## config.mk

```make
export PLATFORM = sky130hd
export DESIGN_NAME = extern_rr_arbiter
export DESIGN_NICKNAME = d
export VERILOG_FILES = /design/src/rtl/extern_arb_pkg.sv /design/src/rtl/rr_pick.sv /design/src/rtl/extern_rr_arbiter.sv
export SDC_FILE = /design/constraint.sdc
export NUM_CORES = 1
export LEC_CHECK = 0
export ABC_AREA = 1
export BUFFER_PORTS_ARGS = -buffer_cell sky130_fd_sc_hd__buf_2
export CORE_UTILIZATION = 41
export CTS_BUF_LIST = sky130_fd_sc_hd__clkbuf_2 sky130_fd_sc_hd__clkbuf_4 sky130_fd_sc_hd__clkbuf_8
export DETAILED_ROUTE_END_ITERATION = 8
export PLACE_DENSITY = 0.89
export SLEW_MARGIN = 10
export SYNTH_ARGS = -nofsm -noshare
export SYNTH_HDL_FRONTEND = slang
export SYNTH_SLANG_ARGS = --single-unit
```

## constraint.sdc

```tcl
create_clock -name clk -period 3.2 [get_ports clk]
set_input_delay 0.8 -clock clk [delete_from_list [all_inputs] [get_ports clk]]
set_output_delay 0.8 -clock clk [all_outputs]
set_load 0.01 [all_outputs]
```

## src/rtl/extern_arb_pkg.sv

```systemverilog
// Shared types and default widths for the extern round-robin arbiter.
package extern_arb_pkg;

   localparam int unsigned IW_DEF  = 16;
   localparam int unsigned OW_DEF  = 8;
   localparam int unsigned MAX_REQ = 8;
   localparam int unsigned ID_W    = 3;

   typedef logic [ID_W-1:0] id_t;

   typedef struct packed {
      logic v;
      id_t  id;
   } inflight_t;

endpackage

```

## src/rtl/rr_pick.sv

```systemverilog
// Combinational round-robin selector: first valid requester after 'last', wrapping.
module rr_pick
   import extern_arb_pkg::*;
#(
   parameter int unsigned NREQ = 4
) (
   input  logic [NREQ-1:0] valid,
   input  id_t             last,
   output id_t             grant,
   output logic [NREQ-1:0] onehot,
   output logic            any
);

   logic [MAX_REQ-1:0] vpad;
   int unsigned        s;
   id_t                cand;

   always_comb begin
      vpad   = '0;
      grant  = '0;
      onehot = '0;
      any    = 1'b0;
      s      = 0;
      cand   = '0;
      vpad[NREQ-1:0] = valid;
      // last < NREQ always, so a single subtraction implements the modulo
      for (int unsigned k = 1; k <= NREQ; k++) begin
         s = 32'(last) + k;
         if (s >= NREQ) s = s - NREQ;
         cand = id_t'(s);
         if (!any && vpad[cand]) begin
            any   = 1'b1;
            grant = cand;
         end
      end
      for (int unsigned i = 0; i < NREQ; i++)
         onehot[i] = any && (grant == id_t'(i));
   end

endmodule

```

## src/rtl/extern_rr_arbiter.sv

```systemverilog
// Round-robin sharing of one fixed-latency extern unit, with in-flight owner tracking.
// Optional counters (grant_cnt, max_wait) enabled by EXTERN_RR_ARB_PERF_EN.
module extern_rr_arbiter
   import extern_arb_pkg::*;
#(
   parameter int unsigned NREQ = 4,
   parameter int unsigned LAT  = 1,
   parameter int unsigned IW   = IW_DEF,
   parameter int unsigned OW   = OW_DEF
) (
   input  logic             clk,
   input  logic             rst,
   input  logic [NREQ-1:0]  req_valid,
   input  logic [NREQ*IW-1:0] req_data,
   output logic [NREQ-1:0]  req_ready,
   output logic [NREQ-1:0]  rsp_valid,
   output logic [OW-1:0]    rsp_data,
   output logic [IW-1:0]    ext_x,
   input  logic [OW-1:0]    ext_out,
   output logic             busy
`ifdef EXTERN_RR_ARB_PERF_EN
   ,
   output logic [NREQ*32-1:0] grant_cnt,
   output logic [15:0]        max_wait
`endif
);

   id_t             last_grant;
   id_t             grant;
   logic [NREQ-1:0] onehot;
   logic            any;
   logic            xfer;
   inflight_t       pipe [LAT];
   inflight_t       tail;
   logic            pipe_any;

   rr_pick #(.NREQ(NREQ)) u_pick (
      .valid  (req_valid),
      .last   (last_grant),
      .grant  (grant),
      .onehot (onehot),
      .any    (any)
   );

   // Grant and operand mux; everything held quiet while rst is high
   always_comb begin
      xfer      = any & ~rst;
      req_ready = xfer ? onehot : '0;
      ext_x     = '0;
      for (int unsigned i = 0; i < NREQ; i++)
         if (req_ready[i]) ext_x = req_data[i*IW +: IW];
   end

   always_ff @(posedge clk or posedge rst) begin
      if (rst)       last_grant <= id_t'(NREQ - 1);
      else if (xfer) last_grant <= grant;
   end

   // Owner pipe: never stalls, so its tail lines up with ext_out
   always_ff @(posedge clk or posedge rst) begin
      if (rst) begin
         for (int unsigned i = 0; i < LAT; i++) pipe[i] <= '0;
      end else begin
         pipe[0].v  <= xfer;
         pipe[0].id <= grant;
         for (int unsigned i = 1; i < LAT; i++) pipe[i] <= pipe[i-1];
      end
   end

   always_comb begin
      tail      = pipe[LAT-1];
      pipe_any  = 1'b0;
      rsp_valid = '0;
      for (int unsigned i = 0; i < LAT; i++) pipe_any = pipe_any | pipe[i].v;
      for (int unsigned i = 0; i < NREQ; i++)
         rsp_valid[i] = tail.v && (tail.id == id_t'(i));
      rsp_data = tail.v ? ext_out : '0;
      busy     = ~rst & (pipe_any | (|req_valid));
   end

`ifdef EXTERN_RR_ARB_PERF_EN
   logic [15:0] wait_run [NREQ];
   logic [15:0] wait_nxt [NREQ];
   logic [15:0] run_max;

   // Per-requester stall run length, saturating at all-ones
   always_comb begin
      run_max = '0;
      for (int unsigned i = 0; i < NREQ; i++) begin
         wait_nxt[i] = '0;
         if (req_valid[i] && !req_ready[i])
            wait_nxt[i] = (wait_run[i] == 16'hFFFF) ? 16'hFFFF : wait_run[i] + 16'd1;
         if (wait_nxt[i] > run_max) run_max = wait_nxt[i];
      end
   end

   always_ff @(posedge clk or posedge rst) begin
      if (rst) begin
         grant_cnt <= '0;
         max_wait  <= '0;
         for (int unsigned i = 0; i < NREQ; i++) wait_run[i] <= '0;
      end else begin
         for (int unsigned i = 0; i < NREQ; i++) begin
            wait_run[i] <= wait_nxt[i];
            if (req_ready[i]) grant_cnt[i*32 +: 32] <= grant_cnt[i*32 +: 32] + 32'd1;
         end
         if (run_max > max_wait) max_wait <= run_max;
      end
   end
`endif

endmodule
```

==> results by stage <==
GRT:
- The global-route total usage across every layer is 0.2667.
- The total overflow left after global routing is 0.
- The via count of the first global-routing pass is 1,785.
- Entering global routing, the biggest net connects 15 pins.
- The wire length of the first global-routing pass is 7555 µm.
- The number of antenna violations at the first check in global routing is 0.

Job:
- The tool flagged a number of max-cap violations equal to 0.

Critical path:
- The critical path capture point type is an output pin.
- The path type of the worst setup path is reg -> out.
- The critical path starts at last_grant[0].
- The register-to-register path setup slack is 1.11 ns.
- STA puts the critical path data arrival time at 2.52 ns.
- In this run the critical register-to-register path is captured at last_grant[1].
- The number of cells on the worst reg-to-reg path is 13.
- The nature of the critical path startpoint is a register.
- The largest fanout on the critical path is 8.
- The launch instance of the worst register-to-register path is last_grant[0].
- The required time of the critical path is 2.40 ns.

Power and ir drop:
- The areal power density over the cells is 99.04 nW/µm².
- The power consumption is 244.1 µW.
- The internal portion of total power is 175.4 µW.
- The net load switching power is 68.73 µW.
- Of the total power, the share spent switching nets is 0.2815.
- The static leakage power is 1.533 nW.
- The portion of total power attributed to the clock network is 0.337.
- The maximum vdd drop is 73.43 µV.
- Of the total power, registers draw 0.369.
- The combinational share of power is 0.295.

Synthesis:
- In this run, synthesis inferred 0 flip-flops with an integrated enable.
- The sequential share of the synthesized area is 0.1247.
- Dividing the synthesized area by the synthesized cell count gives 5.567 µm².
- The count of mapped cells out of synthesis is 256.
- The post-synth net total is 336.
- In the synthesized netlist the dominant register cell turns out to be sky130_fd_sc_hd__dfrtp_1.
- Counting flops with an async set or reset pin after synthesis yields a share of 1.000.
- The count of warnings emitted by yosys is 0.
- The number of different library cells used by synthesis comes to 30.
- The cell area that synthesis handed to floorplanning was 1425 µm².
- The flip-flop and latch count after synthesis is 7.

Floorplan:
- The die covers 3716 µm².
- The effective utilization at floorplan is 0.4271.
- The floorplan step defined a core boundary enclosing 3337 µm².
- The width of the die is 60.96 µm.
- The floorplan row count is 21.
- The chip height is 60.96 µm.
- The number of top-level pins is 111.

STA:
- Timing would allow up to 301.4 MHz.
- The worst path in the final design needs a cycle of 3.318 ns, including I/O delays and setup.
- Setup violations remaining at the end of the flow were counted as 16.
- Across the routed clock network, the largest skew measured is 0.0004943 ns.
- The least setup slack across all paths after layout is -0.1182 ns.
- Setup repair after global routing could not meet its margin everywhere.
- The max-slew violation count was 0.
- The final critical-path share of the clock period is 1.037.
- The final number of hold-violating endpoints is 0.
- The tightest hold path in the finished design has a slack of 0.6246 ns.

Drt:
- The DRC violation count after routing is 0.
- The number of routed nets with antenna violations is 0.
- The final wirelength is 5509 µm.
- The total via count after detailed routing is 2,234.
- The iteration count of the initial detailed-routing pass is 4.
- Dividing the detail-routed via count by the number of cells gives 5.112.
- The iteration-0 DRC count of the detailed router is 151.
- The routed wirelength normalized by instance count is 12.61 µm.

Clocking:
- TritonCTS built the clock tree.
- The clock passes through at most 2 buffers.
- Counting the buffers created by CTS gives 3.
- The clock transition time at the flip-flop clock pins of the worst setup and hold paths is 0.05 ns.
- The clock latency on the worst-skew pair is 0.26 ns.
- The TritonCTS sink count is 7.
- CTS built an H-tree with a depth of 1.
- The cell sitting at the root of the clock tree is a sky130_fd_sc_hd__clkbuf_4.

Min path:
- The path with the worst hold slack has its endpoint at last_grant[2].
- The count of cells along the worst hold path is 2.
- In this run the most critical hold path is launched from last_grant[2].
- The worst min-delay path class is reg -> reg.

Final layout:
- Leaving out fill and tap cells, the most frequent cells in the layout are sky130_fd_sc_hd__buf_2 (108), sky130_fd_sc_hd__nand2_1 (80), sky130_fd_sc_hd__inv_1 (43).
- The area growth from synthesis to layout is 72.96%.
- For this run, the share of the core covered by cells in the final layout is 0.7387.
- The library cell used most frequently in the layout, excluding fill and tap cells, is sky130_fd_sc_hd__buf_2.
- The final layout contains 472 nets.
- In the final layout, the share of cells above drive strength 1 is 0.5038.
- The number of antenna cells inserted is 0.
- Fill cells in the final layout number 259.

Place:
- The count of buffers from port buffering is 110.
- The detailed placer's ending HPWL is 3445 µm.
- At the end of routability-driven placement, the weighted congestion stood at 0.9187.

Outcome:
- The run finished, with violations left.
- The checks that failed: setup timing.
## cell families (layout without fill, tap and decap cells)
family / after synthesis / count (layout) / share of synthesized area
and+or+nand+nor: 176 / 178 / 0.6216
buffers and inverters: 60 / 193 / 0.1852
AOI/OAI and AO/OA: 10 / 10 / 0.04829
DFF: 7 / 7 / 0.1247
adders and majority gates: 2 / 2 / 0.01756
other: 1 / 1 / 0.002631
## synth_stat cells, types with 2 or more instances
cell,count,area share
sky130_fd_sc_hd__nand3_2,3,0.021
sky130_fd_sc_hd__ha_1,2,0.018
sky130_fd_sc_hd__nand2_4,2,0.016
sky130_fd_sc_hd__nor4_1,4,0.018
sky130_fd_sc_hd__nor2_4,4,0.032
sky130_fd_sc_hd__buf_6,4,0.032
sky130_fd_sc_hd__dfrtp_1,5,0.088
sky130_fd_sc_hd__nand2_1,84,0.22
sky130_fd_sc_hd__nand4_1,17,0.075
sky130_fd_sc_hd__nand2_2,6,0.026
sky130_fd_sc_hd__inv_1,45,0.12
sky130_fd_sc_hd__nand3_1,32,0.11
sky130_fd_sc_hd__buf_4,2,0.011
sky130_fd_sc_hd__o21ai_1,4,0.014
sky130_fd_sc_hd__inv_2,6,0.016
sky130_fd_sc_hd__nor2_1,19,0.050
sky130_fd_sc_hd__nand3_4,2,0.025
sky130_fd_sc_hd__dfstp_2,2,0.037
sky130_fd_sc_hd__a21oi_1,2,0.0070
## layout make-up
| cell class | count | area (µm²) | share of cell area |
|---|---|---|---|
| repair buffers | 137 | 809.5 | 0.3284 |
| well taps | 46 | 57.56 | 0.02335 |
| multi-input cells | 191 | 1185 | 0.4807 |
| flip-flops and latches | 7 | 177.7 | 0.07208 |
| inverters | 52 | 207.7 | 0.08426 |
| clock inverters | 1 | 5.005 | 0.002030 |
| clock buffers | 3 | 22.52 | 0.009137 |
## routing by layer
metal	GRT usage	wire length [µm]	up-vias
met5	0	0	-
li1	-	-	1084
met1	0.3140	2114	1011
met4	0.05519	153	0
met3	0.03198	399	14
met2	0.5133	2843	125
## state kept, by name, summed over array words and instances, names as in the netlist
register and count:
last_grant 3, pipe 3, pipe_any 1
## worst max-delay path by stage
stage / slack (ns) / cells past startpoint / endpoint
floorplan: 0.19 / 15 / ext_x[4]
global placement: 0.04 / 13 / ext_x[3]
detailed placement: -0.03 / 14 / ext_x[5]
CTS: -0.007 / 17 / ext_x[11]
global route: -0.28 / 15 / ext_x[14]
finish: -0.12 / 11 / ext_x[12]
## power groups by stage
stage	combinational [mW]	sequential, mW	clock, mW
final	0.0719	0.0900	0.0822
after global routing	0.0792	0.0901	0.0906
after CTS	0.0672	0.0900	0.0810
after detailed placement	0.0659	0.0915	0
after global placement	0.0651	0.0914	0
after floorplan	0.0148	0.0913	0
## what timing repair did
item	CTS	global route
pin swaps	15	15
hold buffers	0	0
resized for setup	29	21
setup buffers	11	5
cloned	2	0
hold endpoints to repair	0	0
endpoints found under the setup margin	20	19
## critical path: stages (launching register included)
cell and delay (ns):
sky130_fd_sc_hd__dfstp_2 0.54, sky130_fd_sc_hd__buf_6 0.13, sky130_fd_sc_hd__ha_4 0.13, sky130_fd_sc_hd__nand4_1 0.18
sky130_fd_sc_hd__nand3_4 0.21, sky130_fd_sc_hd__nand4_4 0.15, sky130_fd_sc_hd__nand2_4 0.14, sky130_fd_sc_hd__nand2_8 0.10
sky130_fd_sc_hd__nor2_4 0.27, sky130_fd_sc_hd__nand3_1 0.13, sky130_fd_sc_hd__nand4_1 0.13, sky130_fd_sc_hd__buf_2 0.14
## through the flow
step / TNS, ns / cells / instance area (µm²) / setup WS [ns]
after global routing: -3.801 / 437 / 2465 / -0.2780
after global placement: 0 / 415 / 2047 / 0.03803
after floorplan: 0 / 256 / 1425 / 0.1883
after CTS: -0.01418 / 432 / 2335 / -0.006645
after detailed placement: -0.1847 / 415 / 2047 / -0.02966
final: -1.296 / 437 / 2465 / -0.1182
No activity file was read; power rests on OpenSTA's default activity.
